### src/rtl/rv32i_types.sv
// Shared types and constants for the RV32I core.
// Holds the fetch-stage state encoding and the reset/NOP constants that the
// fetch stage uses as its parameter defaults.
package rv32i_types;

    typedef enum logic [1:0] {
        FETCH    = 2'd0,
        BUFFERED = 2'd1,
        DROP     = 2'd2
    } fetch_state_t;

    localparam logic [31:0] PC_RESET_VAL  = 32'h0000_0060;
    localparam logic [31:0] NOP_INSTR_VAL = 32'h0000_0013;

endpackage

### src/rtl/fetch_skid_buffer.sv
// Single-entry skid buffer for the fetch stage.
// Catches an instruction that returned from memory while decode was stalled,
// so the memory response is never lost.
// Ports:
//   clk, rst              clock and asynchronous active-high reset
//   load                  capture load_pc / load_instr
//   unload                entry has been consumed; mark it empty
//   clear                 flush; mark it empty (wins over load)
//   load_pc, load_instr   entry being captured
//   valid, pc, instr      current entry contents
module fetch_skid_buffer
    import rv32i_types::*;
(
    input  logic        clk,
    input  logic        rst,
    input  logic        load,
    input  logic        unload,
    input  logic        clear,
    input  logic [31:0] load_pc,
    input  logic [31:0] load_instr,
    output logic        valid,
    output logic [31:0] pc,
    output logic [31:0] instr
);

    // Clear and unload both empty the entry; a flush must beat a load that
    // was computed in the same cycle.
    always_ff @(posedge clk or posedge rst) begin
        if (rst) begin
            valid <= 1'b0;
            pc    <= 32'h0;
            instr <= NOP_INSTR_VAL;
        end else if (clear || unload) begin
            valid <= 1'b0;
        end else if (load) begin
            valid <= 1'b1;
            pc    <= load_pc;
            instr <= load_instr;
        end
    end

endmodule

### src/rtl/fetch_stage.sv
// Instruction fetch stage of the pipelined RV32I core.
// Owns the PC, issues held read requests to instruction memory, feeds the
// IF/ID register, absorbs decode stalls with a one-entry skid buffer and
// applies branch/jump redirects, including ones that land while a memory
// request is still outstanding.
// Ports:
//   clk, rst                          clock and asynchronous active-high reset
//   imem_address, imem_read           fetch request (Moore outputs)
//   imem_resp, imem_rdata             one-cycle response strobe and data
//   stall                             decode cannot accept; IF/ID holds
//   redirect, redirect_pc             taken branch/jump target from EX
//   if_id_valid, if_id_pc,
//   if_id_instruction                 IF/ID register towards decode
module fetch_stage
    import rv32i_types::*;
#(
    parameter logic [31:0] PC_RESET  = PC_RESET_VAL,
    parameter logic [31:0] NOP_INSTR = NOP_INSTR_VAL
) (
    input  logic        clk,
    input  logic        rst,
    output logic [31:0] imem_address,
    output logic        imem_read,
    input  logic        imem_resp,
    input  logic [31:0] imem_rdata,
    input  logic        stall,
    input  logic        redirect,
    input  logic [31:0] redirect_pc,
    output logic        if_id_valid,
    output logic [31:0] if_id_pc,
    output logic [31:0] if_id_instruction
);

    fetch_state_t state, next_state;
    logic [31:0]  pc, pc_next;
    logic [31:0]  drop_pc;
    logic         drop_pc_load;
    logic         ifid_load_mem, ifid_load_buf, ifid_clear;
    logic         buf_load, buf_unload, buf_clear;
    logic         buf_valid;
    logic [31:0]  buf_pc, buf_instr;

    fetch_skid_buffer u_skid (
        .clk        (clk),
        .rst        (rst),
        .load       (buf_load),
        .unload     (buf_unload),
        .clear      (buf_clear),
        .load_pc    (pc),
        .load_instr (imem_rdata),
        .valid      (buf_valid),
        .pc         (buf_pc),
        .instr      (buf_instr)
    );

    // The request is abandoned the moment reset asserts, so the read strobe
    // is gated by rst rather than waiting for the state register.
    assign imem_read    = ~rst & (state != BUFFERED);
    assign imem_address = (state == DROP) ? drop_pc : pc;

    // Next-state and datapath control. A redirect overrides everything else;
    // if it lands while a request is in flight with no response yet, the old
    // address is kept on the bus until the stale response is swallowed.
    always_comb begin
        next_state    = state;
        pc_next       = pc;
        drop_pc_load  = 1'b0;
        ifid_load_mem = 1'b0;
        ifid_load_buf = 1'b0;
        ifid_clear    = 1'b0;
        buf_load      = 1'b0;
        buf_unload    = 1'b0;
        buf_clear     = 1'b0;

        if (redirect) begin
            ifid_clear = 1'b1;
            buf_clear  = 1'b1;
            pc_next    = {redirect_pc[31:2], 2'b00};
            case (state)
                FETCH: begin
                    if (!imem_resp) begin
                        drop_pc_load = 1'b1;
                        next_state   = DROP;
                    end
                end
                BUFFERED: next_state = FETCH;
                DROP:     next_state = DROP;
                default:  next_state = FETCH;
            endcase
        end else begin
            case (state)
                FETCH: begin
                    if (imem_resp) begin
                        pc_next = pc + 32'd4;
                        if (stall) begin
                            buf_load   = 1'b1;
                            next_state = BUFFERED;
                        end else begin
                            ifid_load_mem = 1'b1;
                        end
                    end else if (!stall) begin
                        ifid_clear = 1'b1;
                    end
                end
                BUFFERED: begin
                    if (!stall) begin
                        ifid_load_buf = 1'b1;
                        buf_unload    = 1'b1;
                        next_state    = FETCH;
                    end
                end
                DROP: begin
                    if (imem_resp) begin
                        next_state = FETCH;
                    end
                end
                default: next_state = FETCH;
            endcase
        end
    end

    // State, PC and drop address registers.
    always_ff @(posedge clk or posedge rst) begin
        if (rst) begin
            state   <= FETCH;
            pc      <= PC_RESET;
            drop_pc <= 32'h0;
        end else begin
            state <= next_state;
            pc    <= pc_next;
            if (drop_pc_load) begin
                drop_pc <= pc;
            end
        end
    end

    // IF/ID register. Whenever it is emptied the instruction is forced to the
    // NOP so decode never sees stale bits; if_id_pc is left as-is since it is
    // meaningless while invalid.
    always_ff @(posedge clk or posedge rst) begin
        if (rst) begin
            if_id_valid       <= 1'b0;
            if_id_pc          <= 32'h0;
            if_id_instruction <= NOP_INSTR;
        end else if (ifid_clear) begin
            if_id_valid       <= 1'b0;
            if_id_instruction <= NOP_INSTR;
        end else if (ifid_load_mem) begin
            if_id_valid       <= 1'b1;
            if_id_pc          <= pc;
            if_id_instruction <= imem_rdata;
        end else if (ifid_load_buf) begin
            if_id_valid       <= buf_valid;
            if_id_pc          <= buf_pc;
            if_id_instruction <= buf_instr;
        end
    end

endmodule

### config.mk
export PLATFORM = sky130hd
export DESIGN_NAME = fetch_stage
export DESIGN_NICKNAME = d
export VERILOG_FILES = /design/src/rtl/rv32i_types.sv /design/src/rtl/fetch_skid_buffer.sv /design/src/rtl/fetch_stage.sv
export SDC_FILE = /design/constraint.sdc
export NUM_CORES = 1
export LEC_CHECK = 0
export CAP_MARGIN = 25
export CORE_ASPECT_RATIO = 0.8
export CORE_MARGIN = 2
export CORE_UTILIZATION = 44
export CTS_CLUSTER_DIAMETER = 80
export CTS_CLUSTER_SIZE = 40
export DETAILED_ROUTE_END_ITERATION = 10
export GPL_TIMING_DRIVEN = 0
export MAX_ROUTING_LAYER = met4
export PLACE_DENSITY = 0.76
export SYNTH_ARGS = -nofsm -noshare
export SYNTH_HDL_FRONTEND = slang
export SYNTH_SLANG_ARGS = --single-unit
### constraint.sdc
create_clock -name clk -period 5.84 [get_ports clk]
set_clock_uncertainty 0.15 [all_clocks]
set_input_delay 0.584 -clock clk [delete_from_list [all_inputs] [get_ports clk]]
set_output_delay 0.584 -clock clk [all_outputs]
set_load 0.01 [all_outputs]
# Yosys cells after proc, flatten, opt, wreduce, memory -nomap -nowiden
# Cells that the tools add are included.
# totals
elab_cells	72
in_bits	69
reg_bits	196
out_inout_bits	98
# op_classes
reduce_logical	11
n_eq_ne	8
add_sub_neg	1
bitwise_logic	4
muxes	39
# op_table
op	count
32-bit two-way mux	9
32-bit by 3-bit adder with 32-bit output, second input constant	1
1-bit two-way mux	22
3-bit inequality test, second input constant	5
2-bit two-way mux	6
2-bit nonzero test	4
2-bit one-hot mux with 3 select lines	1
2-bit AND reduction	3
5-bit AND reduction	1
2-bit one-hot mux with 2 select lines	1
1-bit inverter	3
3-bit nonzero test	1
2-bit by 1-bit == test with 1-bit output, second input constant	1
2-bit == test, second input constant	1
2-bit logical NOT	1
2-bit by 1-bit inequality test with 1-bit output, second input constant	1
1-bit bitwise AND	1
1-bit logical OR	1

# Longest topological paths before layout
# depth
ltp_word	6
ltp_mapped	7
mapped_depth_nobuf	5

# Cells and area by module
# A second synthesis with hierarchy kept.
# hier_totals
cells_unflattened	736
hier_area_um2	8788.4
# modules_own_cells
mod	cells_each	seq_area_each_um2	instances	area_per_inst_um2
fetch_stage	596	3184.3	1	6055.8
fetch_skid_buffer	140	1630.3	1	2732.6

# Worst setup path after synthesis
# OpenSTA, ideal clock, no wires.
# synth_timing
kind	register to output
start	register state[1]
end	output port imem_address[10]
arrival_time_ns	1.752
path_stages_with_launch	6
path_buffers	2
t_required_ns	5.106
slack_ns	3.354
cell_sequence	dfrtp_1 > buf_2 > inv_1 > nor2_1 > clkbuf_1 > mux2_2
# synth_via
elab_chain_cells	2
# synth_rtl
item	line	rtl
start, declared	fetch_stage.sv:34	fetch_state_t state, next_state;
start signal, assigned	fetch_stage.sv:129	state <= next_state;
2-bit == test	fetch_stage.sv:59	assign imem_address = (state == DROP) ? drop_pc : pc;
32-bit two-way mux	fetch_stage.sv:59	
end, declared	fetch_stage.sv:22	output logic [31:0] imem_address,
# Every way passes these cells.

# Worst setup path after layout
# layout_timing
start	register state[0]
end	output port imem_address[16]
# The elaborated chain is that of the path after synthesis.

==> results by stage <==
Worst setup path:
- The classification of the worst setup path is register to output pin.
- Walking the worst path, the cells encountered are clkbuf_1, nor2_1, clkbuf_1, mux2_2, clkdlybuf4s50_1.
- STA puts the critical path data required time at between 5000 and 6000 ps.
- The register-to-register setup slack is between 3000 and 4000 ps.
- The count of buffer and inverter cells on the critical path is 3.
- The largest single stage delay on the critical path is ~680 ps.
- Tracing the worst setup path back leads to its startpoint at state[0].
- The worst flop-to-flop path endpoint is u_skid.instr[5].
- The master of the slowest instance on the critical path is nor2_1.
- For the worst flop-to-flop path, the logic depth is 6.
- Of all nets on the critical path, the largest fanout is 10.
- The worst setup path is captured at an output pin.
- The worst setup path is launched from a register.
- At the worst endpoint, the arrival time is ~3300 ps.
- The family with the most delay on the worst path is buffers and inverters.
- The most numerous cell type found on the critical path is clkbuf_1.
- The startpoint of the worst register-to-register path is state[0].
- The number of stages on the worst setup path is 5.
- The capturing element of the worst setup path is imem_address[16].

Logic synthesis:
- A synthesized cell averages around 11 µm².
- Yosys attributes the largest share of cell area to dfrtp_1, mux2_2, nand2_1, mux2i_1, o21ai_0.
- The mapped netlist covers approximately 0.0086 mm².
- The number of enable-type register cells in the synthesized netlist is 0.
- The number of instances in the synthesized netlist is between 700 and 800.
- The distinct cell type count of the synthesized netlist is 43.
- After synthesis, the share of flip-flops with an asynchronous set or reset is 100%.
- The most used flip-flop cell after synthesis is dfrtp_1.
- Yosys printed 0 warnings.
- The fraction of the yosys area taken by sequential cells is a little under three fifths.
- The cell with the most instances after synthesis is dfrtp_1.
- After synthesis the netlist holds a flip-flop and latch count of 188.
- dfrtp_1 takes more of the synthesized area than any other cell.
- The commonest cells after synthesis are dfrtp_1, nand2_1, mux2_2.
- The synthesized design devotes to its leading area cell type between 50% and 60% of total area.

Clock tree:
- TritonCTS built the clock tree.
- The post-CTS clock slew at the launch and capture registers of the worst setup and hold paths is approximately 70 ps.
- The number of sinks driven by the clock tree is between 150 and 200.
- In this run the clock root is driven by a clkbuf_16.
- The number of levels the H-tree was split into is 4.
- The number of setup buffers added after CTS is 0.
- Clock tree synthesis inserted a total of 17 buffers.
- The buffer depth of the longest clock path is 2.
- In this run, post-CTS repair resized a total of 0 instances.
- The count of hold-fix buffers inserted at cts is 0.
- The later-pin clock latency in the skew report is 430 ps.

Die:
- The initial utilization of the core area, before any placement, comes to between 40% and 50%.
- The die width is roughly 160 µm.
- Pin placement for this block handled 167 I/O pins.
- Row generation in the floorplan step produced 45 rows.
- The total die area is just over 0.02 mm².
- The die is between 100 and 150 µm tall.
- The core region is between 0.015 and 0.02 mm².

STA:
- The final max-slew violation count is 0.
- The worst path in the final design needs a cycle of 4020 ps, including I/O delays and setup.
- Summed over all failing endpoints, the final setup total negative slack is 0 ps.
- The fraction of the cycle the final worst path needs is 68.9%.
- The maximum clock rate is between 200 and 250 MHz.
- Setup violations remaining at the end of the flow were counted as 0.
- The worst hold slack after final layout is 324 ps.
- Setup repair after global routing left no endpoint under its margin.
- The number of hold violations in the final report is 0.
- The actual slew at the worst max-slew pin is 874 ps.
- The relative max-transition margin is about two fifths.

Power:
- In this run switching power makes up between 20% and 30% of total power.
- The sequential share of power is approximately 45%.
- Dividing total power by cell area gives a power density of approximately 360 mW/mm².
- The analysis attributes to cell leakage a power of roughly 4.5 nW.
- The power dissipated by switching net loads is about 1.1 mW.
- The combinational cell fraction of total power is roughly a quarter.
- The internal power consumption is roughly 2.9 mW.
- The peak supply drop is 0.176 mV.
- The clock network power share is 30.1%.
- The overall power of the completed layout is ~4 mW.

Detailed routing:
- The wire length after detailed routing is 22500 µm.
- In the final routed layout, each cell accounts on average for about 18 µm.
- The number of iterations in the first detailed-routing pass is 5.
- The routed layout has between 6000 and 7000 vias.
- In the routed design, unresolved DRC markers number 0.
- The via count normalized by instance count is 5.40.
- The violation count after the first detailed-route iteration is 477.
- The detail route stage leaves a number of antenna-violating nets equal to 0.

Layout:
- Fill cells in the final layout number 1637.
- The post-route netlist has 17.7% of its cells at a drive strength greater than 1.
- At the end of the flow, the number of nets in the layout was 1047.
- The number of antenna diodes in the final layout is 0.
- With fillers left out, the area of the finished cells amounts to around 0.011 mm².
- The post-layout utilization of the core is about three fifths.
- From synthesis to final layout, the design area changed by 30.0%.

Global route:
- The initial antenna violation count is 0.
- The global-route wire length before repair is around 36000 µm.
- Summed over all layers, the global routing overflow is 0.
- Global routing used 23.0% of the available tracks.
- The largest net degree at the start of global routing is 119.
- The number of global-route vias before repair is 6582.

Place:
- The detailed placement HPWL is around 16000 µm.
- The number of buffers added on ports is 158.
- The total cell area at the placement stage is roughly 0.011 mm².
- The placer congestion estimate is approximately 0.84.

Run:
- The number of max-cap violations is 0.

Worst hold path:
- The tightest min-delay check is of the register to register type.

Status:
- The run finished with clean final reports.
[kinds of logic after synthesis]
logic type / synth area share (%)
simple gates: 13.4
fa+ha+maj: 0.263
buf+inv: 3.77
other cells: 0.0438
xor+xnor: 1.12
flops: 55.0
mux: 18.0
compound gates: 8.43
[per-stage QoR]
step | instances | setup slack [ps]
after global placement | 1214 | -2550
final | 1248 | 1820
after CTS | 1247 | 1780
after floorplan | 798 | 5.46
after detailed placement | 1215 | 2250
after global routing | 1248 | 1640
[power by group through the flow]
stage	combinational, mW	clock, mW	sequential [mW]
floorplan	0.514	0	1.80
global placement	0.967	0	1.79
detailed placement	0.993	0	1.81
CTS	0.999	1.22	1.79
global route	1.08	1.27	1.83
finish	0.989	1.20	1.79
[registers in the layout, indices dropped and copies added (netlist names)]
name               count
drop_pc               30
if_id_instruction     32
if_id_pc              30
if_id_valid            1
pc                    30
state                  2
u_skid.instr          32
u_skid.pc             30
u_skid.valid           1
[area by class of cell]
type | instances | area [µm²] | share of cell area (%)
Buffer | 67 | 285 | 2.56
Inverter | 10 | 45.0 | 0.404
Tap cell | 258 | 323 | 2.90
Timing Repair Buffer | 160 | 1620 | 14.5
Clock buffer | 21 | 480 | 4.31
Sequential cell | 188 | 4710 | 42.3
Clock inverter | 11 | 130 | 1.17
Multi-Input combinational cell | 533 | 3540 | 31.8
[metal layers]
layer,track usage (%),part of all wire [%],vias to the layer above
li1,-,-,3153
met4,6.04,1.5,0
met5,-,0,-
met1,32.8,48,3359
met2,33.7,45,205
met3,4.84,5.1,24
[placed cells by master (no fill, tap or decap), drive strengths merged, types with 3 or more instances in the layout]
cell type	synthesis	final
nand4	11	11
buf	23	25
a21oi	3	3
o31ai	10	10
nand2	134	134
dfrtp	180	180
mux2	110	110
clkdlybuf4s50	0	158
inv	10	14
or3	5	5
clkinv	0	5
o21ai	60	60
a31oi	46	46
nor4	3	3
or4	12	12
dfstp	8	8
nor2	55	55
nand3	16	16
xor2	7	7
clkbuf	44	65
mux2i	30	30
conb	1	4
nor3	3	3
xnor2	4	4
[worst register-to-register path, cell delays in order (launching register included)]
cell	delay [ps]
dfrtp_1	380
clkbuf_1	230
nor3b_2	550
nand3_1	300
clkbuf_1	350
buf_2	320
mux2_2	300
[how the worst min path moves through the flow]
| stage | start | endpoint | slack (ps) | depth (start not counted) |
|---|---|---|---|---|
| after floorplan | u_skid.pc[11] | u_skid.pc[11] | 300 | 2 |
| after global placement | if_id_valid | if_id_valid | 300 | 2 |
| after detailed placement | if_id_valid | if_id_valid | 310 | 2 |
| after CTS | if_id_valid | if_id_valid | 330 | 2 |
| after global routing | u_skid.instr[1] | if_id_instruction[1] | 350 | 2 |
| final | if_id_valid | if_id_valid | 320 | 2 |
Note: power is estimated with default switching activity, not from simulation.
